[config.mk]
export PLATFORM = sky130hd
export DESIGN_NAME = interrupt_controller
export DESIGN_NICKNAME = d
export VERILOG_FILES = /design/src/rtl/interrupt_controller_pkg.sv /design/src/rtl/interrupt_controller_edge_latch.sv /design/src/rtl/interrupt_controller.sv
export SDC_FILE = /design/constraint.sdc
export NUM_CORES = 1
export LEC_CHECK = 0
export CAP_MARGIN = 20
export CORE_UTILIZATION = 50
export CTS_CLUSTER_DIAMETER = 100
export DETAILED_ROUTE_END_ITERATION = 10
export PLACE_DENSITY = 0.77
export SYNTH_ARGS = -nofsm -noshare
export SYNTH_HDL_FRONTEND = slang
export SYNTH_SLANG_ARGS = --single-unit
[constraint.sdc]
create_clock -name i_clk -period 2.8 [get_ports i_clk]
set_clock_uncertainty 0.15 [all_clocks]
set_input_delay 0.56 -clock i_clk [delete_from_list [all_inputs] [get_ports i_clk]]
set_output_delay 0.56 -clock i_clk [all_outputs]
set_load 0.01 [all_outputs]
[src/rtl/interrupt_controller_pkg.sv]
// Shared constants for the interrupt path: FSM state encoding, push timing default
// and the pipeline opcodes the controller cooperates with.
package interrupt_controller_pkg;

    localparam int unsigned STATE_W      = 3;
    localparam int unsigned CNT_W        = 4;
    localparam int unsigned COUNT_W      = 8;
    localparam int unsigned PUSH_CYCLES_DEF = 2;

    typedef enum logic [STATE_W-1:0] {
        ST_IDLE    = 3'd0,
        ST_INJECT  = 3'd1,
        ST_PUSH    = 3'd2,
        ST_ISR     = 3'd3,
        ST_RESTORE = 3'd4
    } state_t;

    // Pipeline opcodes whose EXM presence affects when an interrupt may be taken
    localparam int unsigned OPCODE_W = 5;
    localparam logic [OPCODE_W-1:0] OP_NOP  = 5'h00;
    localparam logic [OPCODE_W-1:0] OP_JMP  = 5'h10;
    localparam logic [OPCODE_W-1:0] OP_CALL = 5'h11;
    localparam logic [OPCODE_W-1:0] OP_RET  = 5'h12;
    localparam logic [OPCODE_W-1:0] OP_RTI  = 5'h13;
    localparam logic [OPCODE_W-1:0] OP_PUSH = 5'h14;
    localparam logic [OPCODE_W-1:0] OP_POP  = 5'h15;

endpackage

[src/rtl/interrupt_controller_edge_latch.sv]
// Rising-edge detector on the interrupt request feeding a depth-1 pending latch.
module int_edge_latch (
    input  logic i_clk,
    input  logic i_reset,
    input  logic i_int_req,
    input  logic i_clear,
    output logic o_pending
);

    logic req_q;

    // Set has priority so an edge arriving on the clearing cycle is not lost
    always_ff @(posedge i_clk or posedge i_reset) begin
        if (i_reset) begin
            req_q     <= 1'b0;
            o_pending <= 1'b0;
        end else begin
            req_q <= i_int_req;
            if (i_int_req && !req_q) begin
                o_pending <= 1'b1;
            end else if (i_clear) begin
                o_pending <= 1'b0;
            end
        end
    end

endmodule

[src/rtl/interrupt_controller.sv]
// Interrupt sequencer: waits for a safe pipeline slot, injects the vector, reserves
// stack-push cycles, masks during the ISR and restores flags on RTI.
module interrupt_controller
    import interrupt_controller_pkg::*;
#(
    parameter int unsigned PUSH_CYCLES = PUSH_CYCLES_DEF
) (
    input  logic               i_clk,
    input  logic               i_reset,
    input  logic               i_int_req,
    input  logic               i_branch_decision,
    input  logic               i_push_pc,
    input  logic               i_pop_pc,
    input  logic               i_rti,
    output logic               o_interrupt,
    output logic               o_flush_f_d,
    output logic               o_save_flags,
    output logic               o_restore_flags,
    output logic               o_busy,
    output logic [COUNT_W-1:0] o_int_count
);

    state_t           state;
    logic [CNT_W-1:0] cnt;
    logic             pending;
    logic             safe_c;
    logic             take_c;

    assign safe_c = !i_branch_decision && !i_push_pc && !i_pop_pc;
    assign take_c = (state == ST_IDLE) && pending && safe_c;

    int_edge_latch u_latch (
        .i_clk     (i_clk),
        .i_reset   (i_reset),
        .i_int_req (i_int_req),
        .i_clear   (take_c),
        .o_pending (pending)
    );

    // Outputs are registered alongside the state so they match the state being entered
    always_ff @(posedge i_clk or posedge i_reset) begin
        if (i_reset) begin
            state           <= ST_IDLE;
            cnt             <= '0;
            o_int_count     <= '0;
            o_interrupt     <= 1'b0;
            o_flush_f_d     <= 1'b0;
            o_save_flags    <= 1'b0;
            o_restore_flags <= 1'b0;
            o_busy          <= 1'b0;
        end else begin
            o_interrupt     <= 1'b0;
            o_flush_f_d     <= 1'b0;
            o_save_flags    <= 1'b0;
            o_restore_flags <= 1'b0;
            case (state)
                ST_IDLE: begin
                    if (take_c) begin
                        state       <= ST_INJECT;
                        o_interrupt <= 1'b1;
                        o_flush_f_d <= 1'b1;
                        o_busy      <= 1'b1;
                    end else begin
                        o_busy <= 1'b0;
                    end
                end
                ST_INJECT: begin
                    state        <= ST_PUSH;
                    cnt          <= CNT_W'(PUSH_CYCLES - 1);
                    o_int_count  <= o_int_count + COUNT_W'(1);
                    o_save_flags <= 1'b1;
                    o_busy       <= 1'b1;
                end
                ST_PUSH: begin
                    o_busy <= 1'b1;
                    if (cnt == '0) begin
                        state <= ST_ISR;
                    end else begin
                        cnt <= cnt - CNT_W'(1);
                    end
                end
                ST_ISR: begin
                    o_busy <= 1'b1;
                    if (i_rti) begin
                        state           <= ST_RESTORE;
                        o_restore_flags <= 1'b1;
                    end
                end
                ST_RESTORE: begin
                    state  <= ST_IDLE;
                    o_busy <= 1'b0;
                end
                default: begin
                    state  <= ST_IDLE;
                    o_busy <= 1'b0;
                end
            endcase
        end
    end

endmodule

==> metrics.yaml, run 1 <==
outcome:
  outcome: "finished clean"
detailed_routing:
  vias: 654
  viasPerCell: 5.23
  routedWlPerCell_um: 12.0
  drc: 0
  drt_iter0_markers: 6
  routed_wl_mm: 1.50
  firstDrtPassIters: 4
  ant_nets: 0
clock_network:
  clk_pin_slew_worst_paths_ns: 0.11
  ctsHoldBuffers: 0
  numCtsBuffers: 3
  clock_path_buffers: 2
  cts.repair.resized: 0
  post-cts-setup-buffer-count: 0
  cts_root_buffer: "clkbuf_4"
  clock_latency_ns: 0.29
  cts.sinks: 21
  htree_levels: 1
  cts_tree: "done"
floorplanning:
  start_util_pct: 53.7
  ios: 20
  dieArea_um2: 2030
  core-area_um2: 1730
  rows: 15
  fp.dieH_um: 45.1
  die_x_um: 45.1
synth:
  synth-simple-area-share_pct: 21.2
  synth_commonest_cells: "dfrtp_1 (21), inv_1 (7), nand2_1 (6), xnor2_1 (6)"
  seq_area_frac_synth_pct: 56.7
  yosys.area.top_type: "dfrtp_1"
  synth.distinct_cells: 29
  synth_area_um2: 927
  ys.flop_type: "dfrtp_1"
  synth.area.mux_share_pct: 2.16
  synth_area_leaders: "dfrtp_1 (57%), xnor2_1 (5.7%), inv_1 (2.8%)"
  ys_warn_count: 0
  avgSynthCellArea_um2: 11.6
  synth-xor-area-share_pct: 6.61
  syn-num-nets: 89
  synth_compound_area_share_pct: 5.40
  yosysMostFrequentCell: "dfrtp_1"
  synth_edf_count: 0
  ys_seq_elements: 21
  netlist_instances: 80
  synth_top_family_by_area: "simple AND/OR/NAND/NOR gates"
  synthAdderAreaFrac_pct: 2.70
  ys_async_sr_fraction_pct: 100
  synth_top_area_share_pct: 56.7
worst_setup_path:
  worstSetupPathType: "reg -> out"
  cp.buffers_inverters: 1
  crit_required_ns: 2.09
  cpLargestDelayFamily: "buffers and inverters"
  arrival_ns: 1.29
  slowest_stage: "clkdlybuf4s50_1"
  path_cells: "clkdlybuf4s50_1"
  cp_max_fo: 5
  start_kind: "flip-flop"
  max_stage_delay_ns: 0.56
  worst_setup_path_end_kind: "output port"
sta:
  setup_viol: 0
  holdWs_ns: 0.298
  slew_headroom_pct: 49.5
  fin_crit_sh_pct: 71.3
  grt_setup_unrepaired: "false"
  max_freq_ghz: 0.501
  final-hold-violation-count: 0
  worstMarginPinSlew_ns: 0.757
  fin_ws_ns: 0.805
  fin_crit_ns: 2.00
  maxSlewViolCount: 0
  setup_tns_ns: 0
global_route:
  gr-total-overflow: 0
  grt_pass1_vias: 626
  antenna_found_initial: 0
  grt_pass1_wl_mm: 2.51
  grt_max_degree: 22
  grt_use_total_pct: 17.6
pwr:
  peakVddDrop_uv: 522
  p_leak_nw: 0.539
  powerDensity_nw_per_um2: 916
  finalPower_mw: 1.06
layout:
  antennaDiodeCount: 0
  num-nets-final: 110
  stdcell_count: 125
  fin_util_pct: 66.8
  fillCellCount: 152
  final_area_um2: 1150
  drive_gt1_share_pct: 7.00
  syn2layout_area_growth_pct: 24.4
placed_design:
  placed_area_um2: 1130
  gp_congestion: 0.716
  place_hpwl_mm: 1.13
  place_inst: 121
  dpl_worst_slack_ns: 0.534
  io_buffers: 19
worst_hold_path:
  hold_path.class: "reg -> reg"
run:
  cap_violations: 0
[state kept, by name (all words and copies together) (netlist names)]
| register | flops |
|---|---|
| o_int_count | 8 |
| o_busy | 1 |
| o_restore_flags | 1 |
| u_latch.req_q | 1 |
| cnt | 4 |
| state | 3 |
| o_save_flags | 1 |
| o_flush_f_d | 1 |
| u_latch.o_pending | 1 |
[report_power, final]
part	internal (mW)	switching [mW]	total, mW
registers	0.398	0.106	0.505
logic	0.230	0.182	0.412
clock network	0.0531	0.0872	0.140
total	0.682	0.375	1.06
[placed cells by master, fill, tap and decap left out, types with 2 or more instances in the layout]
cell | netlist | final
and3_1 | 3 | 3
or2b_1 | 2 | 2
o21ai_0 | 2 | 2
a21oi_1 | 2 | 2
nand2_1 | 6 | 6
and4b_1 | 2 | 2
mux2i_1 | 2 | 2
nor3b_1 | 2 | 2
inv_1 | 7 | 7
clkdlybuf4s50_1 | 0 | 19
xnor2_1 | 6 | 6
ha_1 | 2 | 2
clkbuf_4 | 0 | 3
nor2_1 | 3 | 3
dfrtp_1 | 21 | 21
nand4_1 | 3 | 3
[layer usage]
layer  global-route usage (%)  part of all wire (%)  vias up
met3                     3.60                   3.3        2
met5                        0                     0        -
li1                         -                     -      316
met4                     7.27                  0.80        0
met1                     19.4                    42      322
met2                     32.5                    54       14
[cell type report]
class	instances	area, µm²	share of cell area [%]
clock inverters	1	5.00	0.434
multi-input cells	49	353	30.6
clock buffers	3	22.5	1.95
repair buffers	19	190	16.5
well taps	25	31.3	2.71
inverters	7	26.3	2.28
flip-flops and latches	21	526	45.6
[kinds of logic (layout without fill, tap and decap cells)]
kind of cell | Yosys count | after routing
buffers and inverters | 10 | 30
multiplexers | 2 | 2
AO/OA/AOI/OAI | 8 | 8
flip-flops | 21 | 21
AND/OR/NAND/NOR | 30 | 30
XOR/XNOR | 7 | 7
adder cells (fa/ha/maj) | 2 | 2
[path summary, 6_finish.rpt]
path,startpoint,endpoint,slack (ns),depth (start not counted)
min in group asynchronous,i_reset,o_flush_f_d,0.54,2
max in group asynchronous,i_reset,o_busy,1.49,2
setup reg to reg,state[0],o_int_count[7],0.94,4
hold reg to reg,u_latch.req_q,u_latch.o_pending,0.30,1
hold / removal,u_latch.req_q,u_latch.o_pending,0.30,1
setup / recovery,o_int_count[3],o_int_count[3],0.80,1
Power figures use the tool's default switching activity.
==> run 2, diff against run 1 <==
Settings changed: CORE_UTILIZATION 50 to 43, PLACE_DENSITY 0.77 to 0.7.
Clock period 2.8 ns to 1.65 ns, I/O delays scaled along.
==> metrics.yaml, run 2 (synthesis results as in run 1) <==
detailed_routing:
  viasPerCell: 4.97  # -5.0%
  routedWlPerCell_um: 12.3  # +3.2%
  firstDrtPassIters: 4  # unchanged
  ant_nets: 0  # unchanged
  drt_iter0_markers: 17  # +11
  routed_wl_mm: 1.77  # +18%
  vias: 711  # +8.7%
  drc: 0  # unchanged
global_route:
  grt_use_total_pct: 17.3  # -0.28 points
  grt_max_degree: 22  # unchanged
  grt_pass1_wl_mm: 3.14  # +25%
  gr-total-overflow: 0  # unchanged
  antenna_found_initial: 0  # unchanged
  grt_pass1_vias: 711  # +14%
clock_network:
  clock_path_buffers: 2  # unchanged
  clock_latency_ns: 0.29  # about the same
  cts_tree: "done"
  ctsHoldBuffers: 0  # unchanged
  htree_levels: 1  # unchanged
  cts.sinks: 21  # unchanged
  numCtsBuffers: 3  # unchanged
  cts_root_buffer: "clkbuf_4"
  clk_pin_slew_worst_paths_ns: 0.11  # about the same
layout:
  final_common_cell: "dfrtp_1"
  num-nets-final: 126  # +15%
  fillCellCount: 163  # +7.2%
  stdcell_count: 143  # +14%
  antennaDiodeCount: 0  # unchanged
  largest_reg_flops: 8  # unchanged
  drive_gt1_share_pct: 26.7  # +20 points
  final_area_um2: 1310  # +14%
  reg_top3: "o_int_count (8), cnt (4), state (3)"
  syn2layout_area_growth_pct: 41.3
  top_register: "o_int_count"
  final_cell_mix: "dfrtp_1 (21), buf_4 (16), dlygate4sd2_1 (10)"
worst_setup_path:
  arrival_ns: 1.70  # +0.41 ns
  max_stage_delay_ns: 0.49  # -0.07 ns
  rr_startpoint: "cnt[0]"
  cp_max_fo: 3  # -2
  cp.buffers_inverters: 0  # -1
  worst_setup_path_end_kind: "flip-flop"
  worstSetupPathType: "reg -> reg"
  crit_start: "cnt[0]"
  crit_required_ns: 1.72  # -0.37 ns
  cpLargestDelayFamily: "simple AND/OR/NAND/NOR gates"
  path_cells: "or3_1 > or4_4 > a21oi_2"
  slowest_stage: "or4_4"
  start_kind: "flip-flop"
placed_design:
  gp_congestion: 0.731  # +2.1%
  placed_area_um2: 1190  # +5.6%
  place_inst: 131  # +8.3%
  io_buffers: 19  # unchanged
  place_hpwl_mm: 1.20  # +5.7%
floorplanning:
  rows: 16  # +1
  dieArea_um2: 2350  # +16%
  start_util_pct: 46.3  # -7.4 points
  die_x_um: 48.4  # +7.5%
  ios: 20  # unchanged
  core-area_um2: 2000  # +16%
  fp.dieH_um: 48.4  # +7.5%
pwr:
  powerDensity_nw_per_um2: 1580  # +73%
  p_leak_nw: 0.696  # +29%
  peakVddDrop_uv: 919  # +76%
sta:
  fin_crit_ns: 1.63
  fin_crit_sh_pct: 98.6
  maxSlewViolCount: 0  # unchanged
  worstMarginPinSlew_ns: 0.285  # -0.473 ns
  setup_viol: 0  # unchanged
  max_freq_ghz: 0.615
  grt_setup_unrepaired: "true"
  final-hold-violation-count: 0  # unchanged
  slew_headroom_pct: 81.0  # +32 points
  holdWs_ns: 0.198  # -0.0999 ns
run:
  cap_violations: 0  # unchanged
worst_hold_path:
  hold_path.class: "in -> async"
outcome:
  outcome: "finished clean"
run 2: changes by cell type in the layout (fill, tap and decap cells not counted), moves of 2 or more:
cell / before / now
clkdlybuf4s50_1: 19 / 6
buf_4: 0 / 16
nor3b_1: 2 / 0
dlymetal6s2s_1: 0 / 3
dlygate4sd2_1: 0 / 10
run 2: area by class of cell:
class	instances	area, µm²	share of cell area [%]
repair buffers	35	305	23.3
clock buffers	4	26.3	2.01
inverters	7	26.3	2.01
well taps	27	33.8	2.58
multi-input cells	49	393	30.0
flip-flops and latches	21	526	40.1
run 2: report_power, final:
part | switching, mW | internal, mW
Sequential | 0.0935 | 0.676
Clock | 0.140 | 0.0938
Combinational | 0.490 | 0.579
Total | 0.724 | 1.35
run 2: worst paths after layout:
kind | end | cells after the start | slack [ns]
max in group asynchronous | cnt[1] | 3 | 0.94
min | o_int_count[0] | 3 | 0.20
max | cnt[3] | 3 | 0.02
max reg2reg | cnt[3] | 3 | 0.02
min in group i_clk | u_latch.o_pending | 1 | 0.29
min reg2reg | u_latch.o_pending | 1 | 0.29
run 2: worst min-delay path: stages:
cell,delay [ns]
clkdlybuf4s50_1,0.39
inv_1,0.05
buf_4,0.26
run 2: layer usage:
layer	wire length, µm	share of wire (%)	global-route usage, %
met5	0	0	0
met4	13	0.74	2.94
met2	859	49	29.6
met1	852	48	23.0
met3	41	2.3	3.77
run 2: through the flow:
step	utilization [%]	total power, mW	setup slack (ns)	setup TNS, ns
3_5_place_dp	59.4	1.68	-0.347	-0.866
6_report	65.4	2.07	0.0233	0
3_3_place_gp	59.4	1.66	-0.301	-0.715
5_1_grt	65.4	2.23	-0.0404	-0.0423
4_1_cts	63.9	2.02	0.000219	0
2_1_floorplan	-	1.30	0.00600	0
run 2: repair_timing:
item                                    CTS  global route
endpoints found under the setup margin   14             9
pin swaps                                 3             4
gates resized for setup                  15             8
setup buffers                             7             1
==> RTL edit: new RTL, settings of run 1 <==
`COUNT_W`: 8 -> 10.
--- a/src/rtl/interrupt_controller_pkg.sv
+++ b/src/rtl/interrupt_controller_pkg.sv
@@ -4,7 +4,7 @@
 
     localparam int unsigned STATE_W      = 3;
     localparam int unsigned CNT_W        = 4;
-    localparam int unsigned COUNT_W      = 8;
+    localparam int unsigned COUNT_W      = 10;
     localparam int unsigned PUSH_CYCLES_DEF = 2;
 
     typedef enum logic [STATE_W-1:0] {
Interface: changed (resized o_int_count); port bits go from 20 to 22. No check against the original RTL was run, so the function may have changed too.
==> RTL edit against run 1 <==
Worst setup slack got worse by 0.021 ns; first-iteration DRC count rose to 3.5 times the old value; largest cell class unchanged; design area increased by 16%; sequential power increased by 9.1%; power grew 2.8%; sequential cell count is 2 higher; critical endpoint is now o_int_count[2]; highest routed layer unchanged; critical path depth is the same; register-to-register slack improved by 0.13 ns; synthesized area rose by 18%; wire length increased by 23%.
==> RTL edit: results (changes against run 1) <==
reg2reg_slack_ns: 1.07  # was 0.94 ns
cp_max_fo: 6  # was 5
nNetsFinal: 128  # was 110
hold_end: "u_latch.o_pending"  # unchanged
reg_top3: "o_int_count: 10 flops, cnt: 4 flops, state: 3 flops"  # was o_int_count: 8 flops, cnt: 4 flops, state: 3 flops
drt_iter0_drc: 21  # was 6
swShare: 0.362  # was 0.355
reg2reg_depth: 2  # was 4
ys_types: 33  # was 29
critPathMaxStageDelay_ns: 0.57
wl_met1_um: 791  # was 631 um
fillerInstances: 166  # was 152
synth_mux_area_frac: 0.0103  # was 0.0216
p_leak_uw: 0.000583  # was 0.000539 uW
grt_pass1_wl_mm: 3.28  # was 2.51 mm
holdWs_ns: 0.308  # was 0.298 ns
synthTopCellsByCount: "dfrtp_1 (23), inv_1 (6), nand3_1 (5), xnor2_1 (5)"  # was dfrtp_1 (21), inv_1 (7), nand2_1 (6), xnor2_1 (6)
grt_max_degree: 24  # was 22
outcome: "completed"  # unchanged
dp_hpwl_mm: 1.35  # was 1.13 mm
drive_gt1_frac: 0.0593  # was 0.0700
ys_seq_area_frac: 0.528  # was 0.567
met3_usage: 0.0283  # was 0.0360
grt_pass1_vias: 803  # was 626
combinationalPower_uw: 392  # was 412 uW
cp-startpoint: "o_int_count[2]"  # was o_int_count[3]
p_seq_frac: 0.507  # was 0.477
synthAdderAreaFrac: 0.0229  # was 0.0270
synthTopCellsByArea: "dfrtp_1 (53%), xnor2_1 (4.0%), xor2_1 (3.2%)"  # was dfrtp_1 (57%), xnor2_1 (5.7%), inv_1 (2.8%)
use_met2: 0.317  # was 0.325
syn_nets: 105  # was 89
yosys.area_share.xor_xnor: 0.0722  # was 0.0661
peakVddDrop_v: 0.000567  # was 0.000522 V
endpoint: "o_int_count[2]"  # was o_int_count[3]
port_buffers: 21  # was 19
grt_use_met1: 0.217  # was 0.194
crit_arrival_ns: 1.31  # was 1.29 ns
wl_met3_um: 67  # was 50 um
gp_congestion: 0.717  # was 0.716
holdCritStartpoint: "u_latch.req_q"  # unchanged
reg2reg_to: "o_int_count[1]"  # was o_int_count[7]
grt_use_total: 0.176  # about the same
synth_compound_gate_area_share: 0.0814  # was 0.0540
top_layer_used: "met4"  # unchanged
post_cts_buffers: 0  # unchanged
route.met2.wl_um: 962  # was 801 um
cp.buffers_inverters: 1  # unchanged
vias: 821  # was 654
clkTransAtPathRegs_ns: 0.12
## RTL edit: cell count changes after synthesis, sizes merged, moves of 2 or more
cell | run 1 | this run
and4b | 2 | 0
dfrtp | 21 | 23
mux2i | 2 | 0
nand2 | 6 | 2
nand2b | 0 | 2
nand3 | 0 | 5
nor2b | 0 | 2
nor3 | 1 | 4
o211ai | 0 | 3
o21ai | 2 | 4
or2b | 2 | 0
or3b | 2 | 0
xor2 | 1 | 4
## RTL edit: through the flow
stage,utilization,cell area [um^2],instances,setup slack (ns),total power (uW)
2_1_floorplan,-,1090,96,1.17,798
3_3_place_gp,0.657,1320,141,0.735,931
3_5_place_dp,0.657,1320,141,0.670,950
4_1_cts,0.670,1340,145,0.761,1090
5_1_grt,0.670,1340,145,0.707,1170
6_report,0.670,1340,145,0.784,1090
## RTL edit: area by class of cell
class | count | area share
well taps | 27 | 0.0252
repair buffers | 22 | 0.162
inverters | 6 | 0.0168
clock buffers | 4 | 0.0196
flip-flops and latches | 23 | 0.429
multi-input cells | 63 | 0.347
